[src/rtl/spawn_scheduler.sv]
// Paces falling-character spawns: samples the generator once per interval, allocates the
// lowest free table slot, issues a one-cycle table write and tracks slot occupancy/misses.
module spawn_scheduler #(
  parameter int SLOTS     = 8,
  parameter int SLOT_W    = 3,
  parameter int X_MAX     = 624,
  parameter int MIN_SPEED = 1
) (
  input  logic              clk,
  input  logic              rst,
  input  logic              enable,
  input  logic              clear,
  input  logic              tick,
  input  logic [7:0]        interval,
  input  logic [22:0]       gen_ch,
  input  logic              release_valid,
  input  logic [SLOT_W-1:0] release_slot,
  output logic              wr_en,
  output logic [SLOT_W-1:0] wr_slot,
  output logic [22:0]       wr_data,
  output logic [SLOTS-1:0]  active_mask,
  output logic [SLOT_W:0]   active_count,
  output logic              full,
  output logic [7:0]        miss_count
);

  typedef enum logic [1:0] {ST_IDLE, ST_WAIT, ST_SEARCH, ST_WRITE} state_t;

  localparam logic [3:0] MIN_SPD = MIN_SPEED[3:0];
  localparam logic [9:0] X_LIM   = X_MAX[9:0];

  state_t            state_q, state_d;
  logic [7:0]        cnt_q, cnt_d;
  logic [22:0]       stage_q, stage_d;
  logic [SLOT_W-1:0] wr_slot_q, wr_slot_d;
  logic [22:0]       wr_data_q, wr_data_d;
  logic [SLOTS-1:0]  mask_q, mask_d;
  logic [SLOT_W:0]   count_q, count_d;
  logic              full_q, full_d;
  logic [7:0]        miss_q, miss_d;

  logic [SLOTS-1:0]  rel_mask;
  logic [SLOTS-1:0]  eff_mask;
  logic              found;
  logic [SLOT_W-1:0] free_idx;
  logic [7:0]        ivl;
  logic [8:0]        cnt_inc;
  logic [3:0]        san_spd;
  logic [9:0]        san_x;
  logic [22:0]       san_data;

  assign san_spd  = (stage_q[22:19] == 4'd0) ? MIN_SPD : stage_q[22:19];
  assign san_x    = (stage_q[9:0] > X_LIM) ? X_LIM : stage_q[9:0];
  assign san_data = {san_spd, stage_q[18:10], san_x};

  always_comb begin
    rel_mask = '0;
    if (release_valid) rel_mask[release_slot] = 1'b1;
    eff_mask = mask_q & ~rel_mask;

    // Scan downwards so the last hit is the lowest free index.
    found    = 1'b0;
    free_idx = '0;
    for (int i = SLOTS - 1; i >= 0; i--) begin
      if (!eff_mask[i]) begin
        found    = 1'b1;
        free_idx = SLOT_W'(i);
      end
    end
  end

  always_comb begin
    state_d   = state_q;
    cnt_d     = cnt_q;
    stage_d   = stage_q;
    wr_slot_d = wr_slot_q;
    wr_data_d = wr_data_q;
    miss_d    = miss_q;
    ivl       = (interval == 8'd0) ? 8'd1 : interval;
    cnt_inc   = {1'b0, cnt_q} + 9'd1;

    // Set wins over a same-slot release, so it is applied last.
    mask_d = eff_mask;
    if (state_q == ST_WRITE) mask_d[wr_slot_q] = 1'b1;

    case (state_q)
      ST_IDLE: begin
        if (enable) begin
          state_d = ST_WAIT;
          cnt_d   = 8'd0;
        end
      end
      ST_WAIT: begin
        if (!enable) begin
          state_d = ST_IDLE;
        end else if (tick) begin
          if (cnt_inc >= {1'b0, ivl}) begin
            state_d = ST_SEARCH;
            cnt_d   = 8'd0;
          end else begin
            cnt_d = cnt_inc[7:0];
          end
        end
      end
      ST_SEARCH: begin
        stage_d = gen_ch;
        if (found) begin
          state_d   = ST_WRITE;
          wr_slot_d = free_idx;
        end else begin
          state_d = enable ? ST_WAIT : ST_IDLE;
          if (miss_q != 8'hFF) miss_d = miss_q + 8'd1;
        end
      end
      ST_WRITE: begin
        wr_data_d = san_data;
        state_d   = enable ? ST_WAIT : ST_IDLE;
      end
      default: state_d = ST_IDLE;
    endcase

    count_d = '0;
    for (int i = 0; i < SLOTS; i++) begin
      count_d = count_d + (SLOT_W + 1)'(mask_d[i]);
    end
    full_d = &mask_d;
  end

  always_ff @(posedge clk) begin
    if (rst || clear) begin
      state_q   <= ST_IDLE;
      cnt_q     <= '0;
      stage_q   <= '0;
      wr_slot_q <= '0;
      wr_data_q <= '0;
      mask_q    <= '0;
      count_q   <= '0;
      full_q    <= 1'b0;
      miss_q    <= '0;
    end else begin
      state_q   <= state_d;
      cnt_q     <= cnt_d;
      stage_q   <= stage_d;
      wr_slot_q <= wr_slot_d;
      wr_data_q <= wr_data_d;
      mask_q    <= mask_d;
      count_q   <= count_d;
      full_q    <= full_d;
      miss_q    <= miss_d;
    end
  end

  // wr_data_q captures the value at the end of WRITE so the bus holds afterwards.
  assign wr_en        = (state_q == ST_WRITE);
  assign wr_slot      = wr_slot_q;
  assign wr_data      = wr_en ? san_data : wr_data_q;
  assign active_mask  = mask_q;
  assign active_count = count_q;
  assign full         = full_q;
  assign miss_count   = miss_q;

endmodule

[config.mk]
export PLATFORM = sky130hd
export DESIGN_NAME = spawn_scheduler
export DESIGN_NICKNAME = d
export VERILOG_FILES = /design/src/rtl/spawn_scheduler.sv
export SDC_FILE = /design/constraint.sdc
export NUM_CORES = 1
export LEC_CHECK = 0
export CELL_PAD_IN_SITES_DETAIL_PLACEMENT = 0
export CELL_PAD_IN_SITES_GLOBAL_PLACEMENT = 1
export CORE_MARGIN = 10
export CORE_UTILIZATION = 41
export CTS_BUF_LIST = sky130_fd_sc_hd__clkbuf_4 sky130_fd_sc_hd__clkbuf_8
export DETAILED_ROUTE_END_ITERATION = 8
export PLACE_DENSITY_LB_ADDON = 0.1
export SYNTH_ARGS = -nofsm -noshare
export SYNTH_HDL_FRONTEND = slang
export SYNTH_SLANG_ARGS = --single-unit
[constraint.sdc]
create_clock -name clk -period 9.46 [get_ports clk]
set_input_delay 1.892 -clock clk [delete_from_list [all_inputs] [get_ports clk]]
set_output_delay 1.892 -clock clk [all_outputs]
set_load 0.005 [all_outputs]
### Yosys cells after proc, flatten, opt, wreduce, memory -nomap -nowiden

Cells that the tools add are included.

* register bits after elaboration: 80
* bits of input ports: 40
* output and inout port bits: 48
* word-level logic and storage cells: 87

* $add $sub $neg: 9
* magnitude comparators: 6
* eq/ne operators: 9
* muxes and demuxes: 38
* bitwise logic cells: 4
* reductions and logical operators: 12

Operators with widths (number)
* 8-bit two-way mux: 7
* 3-bit two-way mux: 8
* 23-bit two-way mux: 1
* 4-bit by 1-bit adder with 4-bit output: 4
* 8-bit one-hot mux with 2 select lines: 1
* 1-bit two-way mux: 11
* 10-bit > comparator, second input constant: 1
* 10-bit two-way mux: 1
* 2-bit two-way mux: 5
* 8-bit by 1-bit adder with 9-bit output, second input constant: 1
* 9-bit by 8-bit greater-or-equal comparator with 1-bit output: 1
* 8-bit by 1-bit adder with 8-bit output, second input constant: 1
* 8-bit AND: 1
* 8-bit zero test: 1
* 3-bit by 4-bit < comparator with 1-bit output, second input constant: 2
* 8-bit inequality test, second input constant: 1
* 8-bit inverter: 1
* 8-bit bitwise OR: 1
* 2-bit one-hot mux with 4 select lines: 1
* 8-bit AND reduction: 1
* 1-bit demux with 3-bit select: 2
* 3-bit by 1-bit greater-or-equal comparator with 1-bit output, second input constant: 2
* 2-bit inequality test, second input constant: 3
* 3-bit inequality test, second input constant: 2
* 15 further kinds: 18

### Depth between registers and ports, before layout

* depth in word-level cells: 17
* mapped depth: 15
* depth with buffers taken out: 14

### Worst setup path after synthesis

OpenSTA, ideal clock, no wires.

* kind: input to register
* from: input release_slot[1]
* to: register count_q[2] (netlist: active_count[2])
* library setup time: 0.128 ns
* arrival: 4.872 ns
* data required time: 9.332 ns
* slack: 4.461 ns
* cell stages on the path: 15
* buffers on the path: 1
* path through: clkbuf_1 > nor2b_1 > nand3_1 > a32oi_1 > fa_1 > inv_1 > fa_1 > inv_1 > fa_1 > inv_1 > ha_1 > inv_1 > fa_1 > xor2_1 > nor2_1

* longest elaborated chain between the ends: 16
* elaborated cells between the ends (all ways): 17
* classes of those cells: add/sub (7); order compare (2); mux (4); bitwise (3); reduce/logical (1)

Ends and longest elaborated chain
* start: declaration: line 17 `input logic [SLOT_W-1:0] release_slot,`
* 3-bit by 4-bit < comparator with 1-bit output (implied by the code) / 3-bit by 1-bit greater-or-equal comparator with 1-bit output (equally long branches): line 58 `if (release_valid) rel_mask[release_slot] = 1'b1;`
* 1-bit logical AND (implied by the code): line 58
* 1-bit two-way mux (implied by the code): line 58
* 1-bit demux with 3-bit select *: line 58
* 8-bit two-way mux *: line 58
* 8-bit inverter *: line 59 `eff_mask = mask_q & ~rel_mask;`
* 8-bit AND *: line 59
* 8-bit bitwise OR (no source line)
* 8-bit two-way mux *: line 84 `if (state_q == ST_WRITE) mask_d[wr_slot_q] = 1'b1;`
* 1-bit by 1-bit adder with 2-bit output: line 124 `count_d = count_d + (SLOT_W + 1)'(mask_d[i]);`
* 2-bit by 1-bit adder with 3-bit output: line 124
* 3-bit by 1-bit adder with 4-bit output: line 124
* 4-bit by 1-bit adder with 4-bit output (3 in a row): line 124
* 4-bit by 1-bit adder with 4-bit output *: line 124
* end signal: assignment: line 147 `count_q <= count_d;`
* end: declaration: line 38 `logic [SLOT_W:0] count_q, count_d;`

Every way passes the cells marked *; elsewhere a longest branch is shown, timed or not.
A chain may end at the register's enable or synchronous reset.

### Worst setup path in the final report

* from: input release_valid
* to: register count_q[2] (netlist: active_count[2])

* longest elaborated chain between the ends: 12

Ends and longest elaborated chain
* start: declaration: line 16 `input logic release_valid,`
* 8-bit two-way mux *: line 58
* 8-bit inverter *: line 59
* 8-bit AND *: line 59
* 8-bit bitwise OR (no source line)
* 8-bit two-way mux *: line 84
* 1-bit by 1-bit adder with 2-bit output: line 124
* 2-bit by 1-bit adder with 3-bit output: line 124
* 3-bit by 1-bit adder with 4-bit output: line 124
* 4-bit by 1-bit adder with 4-bit output (3 in a row): line 124
* 4-bit by 1-bit adder with 4-bit output *: line 124

Marks and branches as above.

==> results.yml <==
logic_synthesis:
  yosysWarnings: 0
  synthFlopType: "dfxtp_1"
  ys_types: 46
  ys_top_cells_by_area: "dfxtp_1 (42%), nand2_1 (11%), a21oi_1 (6.7%), ha_1 (4.6%), nor2_1 (2.7%)"
  synth_edf_count: 0
  syn_nets: 540
  synth_top_cell_by_area: "dfxtp_1"
  ys_ff_latch: 80
  synth_most_common_cell: "nand2_1"
  synth_top_cell_area_share_pct: 41.9
  synth_cells: 482
  synth.avg_cell_area_um2: 7.94
  synth_area_um2: 3820
  async_reset_ff_share_pct: 0
  yosysSeqAreaShare_pct: 41.9
  synth_common_cells: "nand2_1 (114), dfxtp_1 (80), a21oi_1 (51), nor2_1 (28), inv_1 (21)"
die:
  pin_count: 88
  core_area_um2: 9150
  std_cell_rows: 35
  dieArea_um2: 13600
  die_h_um: 117
  dieWidth_um: 117
  start_util_pct: 41.8
global_routing:
  grt_max_degree: 61
  grt_antenna_before_repair: 0
  grt_pass1_wl_um: 16900
  grt-ovfl-total: 0
  grt_pass1_vias: 3475
  grt_usage_pct: 15.3
detailed_routing:
  drtIter0Drc: 191
  wl_per_cell_um: 15.1
  drc_errors: 0
  vias: 3530
  first_pass_iters: 5
  totalWireLength_um: 10200
  ant_nets: 0
  viasPerCell: 5.25
cells_and_area:
  diodes: 0
  drive_gt1_share_pct: 4.63
  area_delta_synth_final_pct: 29.8
  fin_nets: 616
timing:
  finalWorstPathRequiredPeriod_ns: 5.48
  finalSetupViolCount: 0
  finalCritPeriodShare_pct: 57.9
  tightest_slew_ns: 1.13
  fin_worst_skew_ns: 0.00710
  slew_headroom_pct: 23.8
  rsz0062_at_grt: "false"
  slew_violations: 0
  whs_ns: 0.454
  tns_ns: 0
  hold_viol_final: 0
  fmax_mhz: 182
clocking:
  htreeDepth: 3
  tritoncts: "done"
  cts_setup_buffers: 0
  clockBufferDepth: 2
  hold_buffers: 0
  cts.clk_slew.worst_paths_ns: 0.08
  clock_sinks: 80
  cts_made_buffers: 9
  cts_root_buf: "clkbuf_8"
  clock_latency_ns: 0.34
  cts.repair.resized: 0
pwr:
  leakage_uw: 0.00186
  p_per_area_nw_per_um2: 129
  p_total_uw: 642
  ir_worst_vdd_mv: 0.0786
setup_path:
  rr_startpoint: "state_q[0]"
  crit_chain: "clkdlybuf4s50_1 > nor2b_1 > nand2_1 > a22oi_1 > fa_1 > inv_1 > fa_1 > inv_1 > fa_1 > inv_1 > ha_1 > inv_1 > fa_1 > xor2_1 > nor2_1"
  cpPeakStageDelay_ns: 0.75
  arrival_ns: 5.69
  cp_max_fo: 15
  start_kind: "input pin"
  cp.required_ns: 9.67
  critPathKind: "in -> reg"
  reg2regPathDepth: 13
  critPathLaunch: "release_valid"
  crit_path_top_delay_cell: "clkdlybuf4s50_1"
  crit_path_end_kind: "flop"
place:
  place_hpwl_um: 7250
  gp_congestion: 0.874
  numPortBuffers: 87
min_path:
  hold_start: "stage_q[19]"
  holdPathStages: 2
  hold_path_class: "reg -> reg"
job:
  cap_violations: 0
status:
  status: "finished clean"
==> registers in the layout (all words and copies together) (netlist names) <==
signal	flops
wr_data_q	23
full	1
stage_q	23
active_mask	8
active_count	4
wr_slot	3
cnt_q	8
miss_count	8
state_q	2
==> cell type report <==
cell class,count,area (um2)
Clock buffer,9,124
Clock inverter,6,83.8
Fill cell,891,4190
Inverter,21,78.8
Multi-Input combinational cell,356,2040
Sequential cell,80,1600
Tap cell,111,139
Timing Repair Buffer,90,893
==> power by group <==
part / total (uW) / switching, uW / internal, uW
Sequential: 338 / 0.680 / 337
Combinational: 37.7 / 18.0 / 19.7
Clock: 267 / 120 / 147
Total: 642 / 139 / 503
==> cells by family (layout without fill, tap and decap cells) <==
logic type	Yosys count	in the layout	synth area share, %
AND/OR/NAND/NOR	227	227	27.7
XOR/XNOR	14	14	3.21
AO/OA/AOI/OAI	97	97	15.8
flip-flops	80	80	41.9
adder cells (fa/ha/maj)	18	18	6.67
buffers and inverters	46	126	4.78
==> layer usage <==
metal / wire length [um] / track usage (%) / vias to the layer above
li1: - / - / 1799
met1: 4600 / 19.4 / 1643
met2: 4770 / 24.7 / 80
met3: 678 / 4.21 / 8
met4: 106 / 4.78 / 0
met5: 0 / 0 / -
==> path summary, 6_finish.rpt <==
kind,to,slack (ns)
worst min-delay path,stage_q[19],0.45
worst min register to register,stage_q[19],0.45
worst max register to register,active_count[2],5.09
worst max-delay path,active_count[2],3.98
==> worst max-delay path, delay by kind of cell <==
family | cells | cell delay, ns
XOR/XNOR | 1 | 0.14
adder cells (fa/ha/maj) | 5 | 1.82
AND/OR/NAND/NOR | 3 | 0.49
AO/OA/AOI/OAI | 1 | 0.30
buffers and inverters | 5 | 1.04
==> per-stage QoR <==
stage	std cells	util, %	worst slack, ns	area [um2]
floorplan	482	-	4.46	3820
global placement	658	52.0	3.73	4760
detailed placement	658	52.0	3.66	4760
CTS	673	54.2	4.02	4960
global route	673	54.2	3.73	4960
finish	673	54.2	3.98	4960
==> placed cells by master (no fill, tap or decap), types with 12 or more instances in the layout <==
cell type and n:
a21oi_1 51, and2_1 14, clkdlybuf4s50_1 87, dfxtp_1 80, ha_1 14, inv_1 21
nand2_1 114, nand3_1 19, nor2_1 28, nor3_1 12
Power figures use the tool's default switching activity.
